--- config.mk ---
export PLATFORM = sky130hd
export DESIGN_NAME = reservation_station
export DESIGN_NICKNAME = d
export VERILOG_FILES = /design/src/rtl/riscv_core_pkg.sv /design/src/rtl/reservation_station.sv
export SDC_FILE = /design/constraint.sdc
export NUM_CORES = 2
export LEC_CHECK = 0
export BUFFER_PORTS_ARGS = -buffer_cell sky130_fd_sc_hd__clkbuf_2
export CORE_UTILIZATION = 43
export CTS_CLUSTER_SIZE = 10
export DETAILED_ROUTE_END_ITERATION = 10
export PLACE_DENSITY = 0.62
export SLEW_MARGIN = 25
export SYNTH_ARGS = -nofsm -noshare
export SYNTH_HDL_FRONTEND = slang
export SYNTH_SLANG_ARGS = --single-unit
--- constraint.sdc ---
create_clock -name clk_i -period 4.4 [get_ports clk_i]
set_input_delay 0.66 -clock clk_i [delete_from_list [all_inputs] [get_ports clk_i]]
set_output_delay 0.66 -clock clk_i [all_outputs]
set_load 0.005 [all_outputs]
--- src/rtl/riscv_core_pkg.sv ---
// Shared core types: instruction word plus the reservation-station entry layout.
package riscv_core_pkg;
  localparam int XLEN      = 32;
  localparam int ROB_TAG_W = 4;

  typedef logic [31:0] riscv_instr_t;

  typedef struct packed {
    logic                 rdy;
    logic [XLEN-1:0]      value;
    logic [ROB_TAG_W-1:0] tag;
  } rs_src_t;

  typedef struct packed {
    logic                 valid;
    riscv_instr_t         opcode;
    logic [ROB_TAG_W-1:0] rob_tag;
    rs_src_t              rs1;
    rs_src_t              rs2;
  } rs_entry_t;
endpackage

--- src/rtl/reservation_station.sv ---
// Compacting age-ordered reservation station: CDB wakeup, oldest-ready issue.
module reservation_station
  import riscv_core_pkg::*;
#(
  parameter int DATA_WIDTH     = XLEN,
  parameter int ROB_SIZE       = 16,
  parameter int ROB_ADDR_WIDTH = $clog2(ROB_SIZE),
  parameter int RS_SIZE        = 4
) (
  input  logic                          clk_i,
  input  logic                          rst_i,
  input  logic                          flush_i,
  input  logic                          dispatch_valid_i,
  output logic                          dispatch_ready_o,
  input  riscv_instr_t                  dispatch_opcode_i,
  input  logic [ROB_ADDR_WIDTH-1:0]     dispatch_rob_tag_i,
  input  logic                          dispatch_rs1_ready_i,
  input  logic                          dispatch_rs2_ready_i,
  input  logic [DATA_WIDTH-1:0]         dispatch_rs1_value_i,
  input  logic [DATA_WIDTH-1:0]         dispatch_rs2_value_i,
  input  logic [ROB_ADDR_WIDTH-1:0]     dispatch_rs1_tag_i,
  input  logic [ROB_ADDR_WIDTH-1:0]     dispatch_rs2_tag_i,
  input  logic                          cdb_valid_i,
  input  logic [ROB_ADDR_WIDTH-1:0]     cdb_rob_tag_i,
  input  logic [DATA_WIDTH-1:0]         cdb_data_i,
  output logic                          issue_valid_o,
  input  logic                          issue_ready_i,
  output riscv_instr_t                  issue_opcode_o,
  output logic [DATA_WIDTH-1:0]         issue_v_rs1_o,
  output logic [DATA_WIDTH-1:0]         issue_v_rs2_o,
  output logic [ROB_ADDR_WIDTH-1:0]     issue_rob_tag_o,
  output logic [$clog2(RS_SIZE+1)-1:0]  rs_count_o
);
  localparam int CW = $clog2(RS_SIZE+1);
  localparam int SW = $clog2(RS_SIZE);

  rs_entry_t         q       [RS_SIZE];
  rs_entry_t         up      [RS_SIZE];
  rs_entry_t         shifted [RS_SIZE];
  rs_entry_t         nq      [RS_SIZE];
  rs_entry_t         disp_e;
  logic [CW-1:0]     count, wr_idx;
  logic [RS_SIZE-1:0] rdy_vec;
  logic [SW-1:0]     sel;
  logic              issue_fire, disp_fire;

  function automatic rs_src_t wake(rs_src_t s, logic en);
    rs_src_t r = s;
    if (en && !s.rdy && cdb_valid_i && s.tag == cdb_rob_tag_i) begin
      r.rdy   = 1'b1;
      r.value = cdb_data_i;
    end
    return r;
  endfunction

  // Lowest index wins: entry 0 is always the oldest.
  always_comb begin
    sel = '0;
    for (int i = 0; i < RS_SIZE; i++)
      rdy_vec[i] = q[i].valid & q[i].rs1.rdy & q[i].rs2.rdy;
    for (int i = RS_SIZE-1; i >= 0; i--)
      if (rdy_vec[i]) sel = SW'(i);
  end

  assign issue_valid_o    = (|rdy_vec) && !flush_i;
  assign issue_fire       = issue_valid_o && issue_ready_i;
  assign dispatch_ready_o = count < CW'(RS_SIZE);
  assign disp_fire        = dispatch_valid_i && dispatch_ready_o && !flush_i;
  assign wr_idx           = count - CW'(issue_fire);
  assign rs_count_o       = count;

  assign issue_opcode_o  = issue_valid_o ? q[sel].opcode    : '0;
  assign issue_v_rs1_o   = issue_valid_o ? q[sel].rs1.value : '0;
  assign issue_v_rs2_o   = issue_valid_o ? q[sel].rs2.value : '0;
  assign issue_rob_tag_o = issue_valid_o ? q[sel].rob_tag   : '0;

  always_comb begin
    disp_e         = '0;
    disp_e.valid   = 1'b1;
    disp_e.opcode  = dispatch_opcode_i;
    disp_e.rob_tag = dispatch_rob_tag_i;
    disp_e.rs1     = wake('{dispatch_rs1_ready_i, dispatch_rs1_value_i, dispatch_rs1_tag_i}, 1'b1);
    disp_e.rs2     = wake('{dispatch_rs2_ready_i, dispatch_rs2_value_i, dispatch_rs2_tag_i}, 1'b1);
  end

  // Compact over the issued slot, wake the survivors, then append the dispatch.
  always_comb begin
    for (int i = 0; i < RS_SIZE-1; i++) up[i] = q[i+1];
    up[RS_SIZE-1] = '0;
    for (int i = 0; i < RS_SIZE; i++) begin
      shifted[i]  = (issue_fire && i >= int'(sel)) ? up[i] : q[i];
      nq[i]       = shifted[i];
      nq[i].rs1   = wake(shifted[i].rs1, shifted[i].valid);
      nq[i].rs2   = wake(shifted[i].rs2, shifted[i].valid);
      if (disp_fire && CW'(i) == wr_idx) nq[i] = disp_e;
    end
  end

  always_ff @(posedge clk_i) begin
    if (rst_i || flush_i) begin
      count <= '0;
      for (int i = 0; i < RS_SIZE; i++) q[i] <= '0;
    end else begin
      count <= count + CW'(disp_fire) - CW'(issue_fire);
      for (int i = 0; i < RS_SIZE; i++) q[i] <= nq[i];
    end
  end
endmodule

==> run_results.csv <==
group,metric,value,unit
run_status,status,"completed",
synthesis,yosys.area.top_type_share,35.2,%
synthesis,yosys.cell_types.count,58,
synthesis,synth_top_area_cell,"dfxtp_1",
critical_path,cp_max_fo,31,
drt,viasPerCell,6.49,
sta,fin_crit_sh,91.2,%
sta,setup_viol,0,
clock_network,cts_buffers,53,
power,swShare,24.7,%
finish,area_delta_synth_final,13.2,%
global_route,gr-usage-all-layers,31.3,%
clock_network,insertion_delay,620,ps
critical_path,cp-start-kind,"flop",
critical_path,reg2reg_from,"q[1][110]$_SDFF_PP0_",
sta,fin_skew,39.3,ps
power,power_frac_clock,46.9,%
sta,hold_violations,0,
drt,ant_nets,0,
clock_network,ctsHoldBuffers,0,
clock_network,cts_sinks,447,
synthesis,synth.most_common_cell,"nand2_1",
placement,gp_congestion,0.913,
synthesis,seq_area_frac_synth,35.2,%
die,dieHeight,245,µm
global_route,antenna_found_initial,5,
synthesis,async_reset_ff_share,0,%
critical_path,crit_arrival,3350,ps
sta,slew_headroom,28.0,%
sta,report.final.slew_viol_count,0,
placement,place.detailed.hpwl,57.2,mm
synthesis,syn_area,25400,µm²
job,cap_viol_max_count,0,
power,finalPower,8.81,mW
finish,stdcell_area,28800,µm²
drt,drc,0,
clock_network,cts_root_buf,"clkbuf_16",
drt,routedWlPerCell,24.7,µm
placement,place_ws,395,ps
finish,final_util,49.6,%
power,ir_worst_vdd,0.000290,V
synthesis,yosysWarnings,0,
critical_path,path_class,"flop to output port",
die,start_util,43.8,%
critical_path,crit_end,"issue_v_rs2_o[14]",
power,p_switching,2.17,mW
clock_network,path_clk_slew,60,ps
drt,dr.first_iter.drc_count,2926,
placement,numPortBuffers,256,
synthesis,yosys-top-cells-count,"nand2_1, dfxtp_1, nor2_1",
critical_path,ff2ff_setup_slack,640,ps
drt,totalWireLength,96.3,mm
power,seqPwrFrac,46.6,%
power,p_per_area,306,nW/µm²
global_route,grt_max_degree,131,
drt,vias,25200,
die,rows,88,
power,combPwrFrac,6.6,%
critical_path,r2r_end,"q[1][9]$_SDFFE_PP0P_",
synthesis,syn-instance-count,3055,
sta,clock.fmax,249,MHz
finish,drive_gt1_share,17.3,%
die,die_x,245,µm
clock_network,h-tree-depth,2,
die,io_pins,257,
global_route,grt_pass1_vias,24900,
finish,nets,3263,
power,internal_power,6.63,mW
global_route,grt_overflow,0,
sta,worstMarginPinSlew,1080,ps
synthesis,syn_area_per_cell,8.32,µm²
sta,setup_tns,0,ps
sta,rsz0062_at_grt,"no",
die,dieArea,60100,µm²
synthesis,ys_top_cells_by_area,"dfxtp_1, nand2_1, mux4_2, mux2i_1, nor2_1",
synthesis,synth_edf_count,0,
global_route,grt_pass1_wl,147,mm
critical_path,critical_path.startpoint,"q[3][73]$_SDFF_PP0_",
critical_path,rr_worst_depth,14,
sta,period_minus_slack,4010,ps
critical_path,cp.required,3740,ps
placement,placed_cell_area,27200,µm²
worst_hold_path,hold_class,"input port to flop",
clock_network,post-cts-setup-buffers,0,
sta,worst_slack,386,ps
critical_path,cp-end-kind,"output port",
clock_network,cts_max_path_buffers,3,
synthesis,ys_ff_latch,447,
power,leakagePower,10.3,nW
drt,first_pass_iters,6,
synthesis,synth_nets,3212,
clock_network,ctsResizeCount,0,
synthesis,synthFlopType,"dfxtp_1",
clock_network,cts_tree,"built",
die,fp.coreArea,58000,µm²
[cells in the final DEF (no fill, tap or decap), types with 5 or more instances in the layout]
cell type,count
nor2_1,339
xnor2_1,25
clkbuf_8,8
a311oi_1,76
a211oi_1,134
mux4_2,100
nand2_1,606
dfxtp_1,447
clkbuf_2,256
inv_1,14
nand3_1,89
o2111ai_1,5
clkbuf_1,10
o22a_1,26
o41ai_1,29
o221ai_1,98
buf_12,15
and3_1,8
nor3_2,6
o21ai_0,13
o211ai_1,72
a21oi_1,160
mux2i_1,181
buf_4,62
and2_1,135
clkbuf_16,54
a32o_1,64
nand2b_1,9
o22ai_1,5
[critical path: stages (launching register included)]
cell	delay, ps
dfxtp_1	460
nand3_1	320
o21ai_0	250
and2_4	590
buf_4	390
mux4_2	360
and2_1	210
clkbuf_2	130
[through the flow]
stage | std cells | hold slack, ps
after floorplan | 3055 | 428
final | 3892 | 326
after CTS | 3891 | 292
after global routing | 3892 | 323
after global placement | 3816 | 437
after detailed placement | 3816 | 447
[power groups by stage]
stage                     clock network (mW)  registers (mW)  logic [mW]
after detailed placement                   0            4.19       0.559
final                                   4.13            4.10       0.578
after floorplan                            0            4.18       0.303
after CTS                               4.19            4.10       0.562
after global placement                     0            4.19       0.552
after global routing                    4.35            4.10       0.607
[flip-flops by register name, summed over array words and instances, names as in the netlist]
register	count
q	444
rs_count_o	3
[cell type report]
cell class                 instances  area [µm²]
clock inverter                     3        51.3
clock buffer                      72        1500
tap                              765         957
multi-input combinational       2254       15200
sequential                       447        8950
fill                            5408       29300
timing repair buffer             335        2070
antenna                            1        2.50
inverter                          15        56.3
[logic make-up after synthesis]
kind of cell,synth area share (%)
compound gates,21.0
xor+xnor,0.965
fa+ha+maj,0.276
buf+inv,5.92
flops,35.2
mux,16.0
simple gates,20.7
[metal layers]
metal	global-route usage [%]	wire length [µm]	share of wire, %	up-vias
li1	-	-	-	11200
met3	7.92	10500	11	237
met1	40.2	38200	40	12400
met5	0	38	0.039	-
met4	13.7	3580	3.7	6
met2	49.7	44100	46	1430
[worst min path at each step]
stage,from,cells after the start,slack (ps),end
2_1_floorplan,q[0][10]$_SDFFE_PP0P_,2,430,q[0][10]$_SDFFE_PP0P_
3_3_place_gp,q[0][64]$_SDFFE_PP0P_,2,440,q[0][64]$_SDFFE_PP0P_
3_5_place_dp,q[0][59]$_SDFFE_PP0P_,2,450,q[0][59]$_SDFFE_PP0P_
4_1_cts,dispatch_opcode_i[0],3,290,q[3][78]$_SDFFE_PP0P_
5_1_grt,dispatch_opcode_i[10],3,320,q[3][88]$_SDFFE_PP0P_
6_report,dispatch_opcode_i[10],3,330,q[3][88]$_SDFFE_PP0P_
Power figures use the tool's default switching activity.
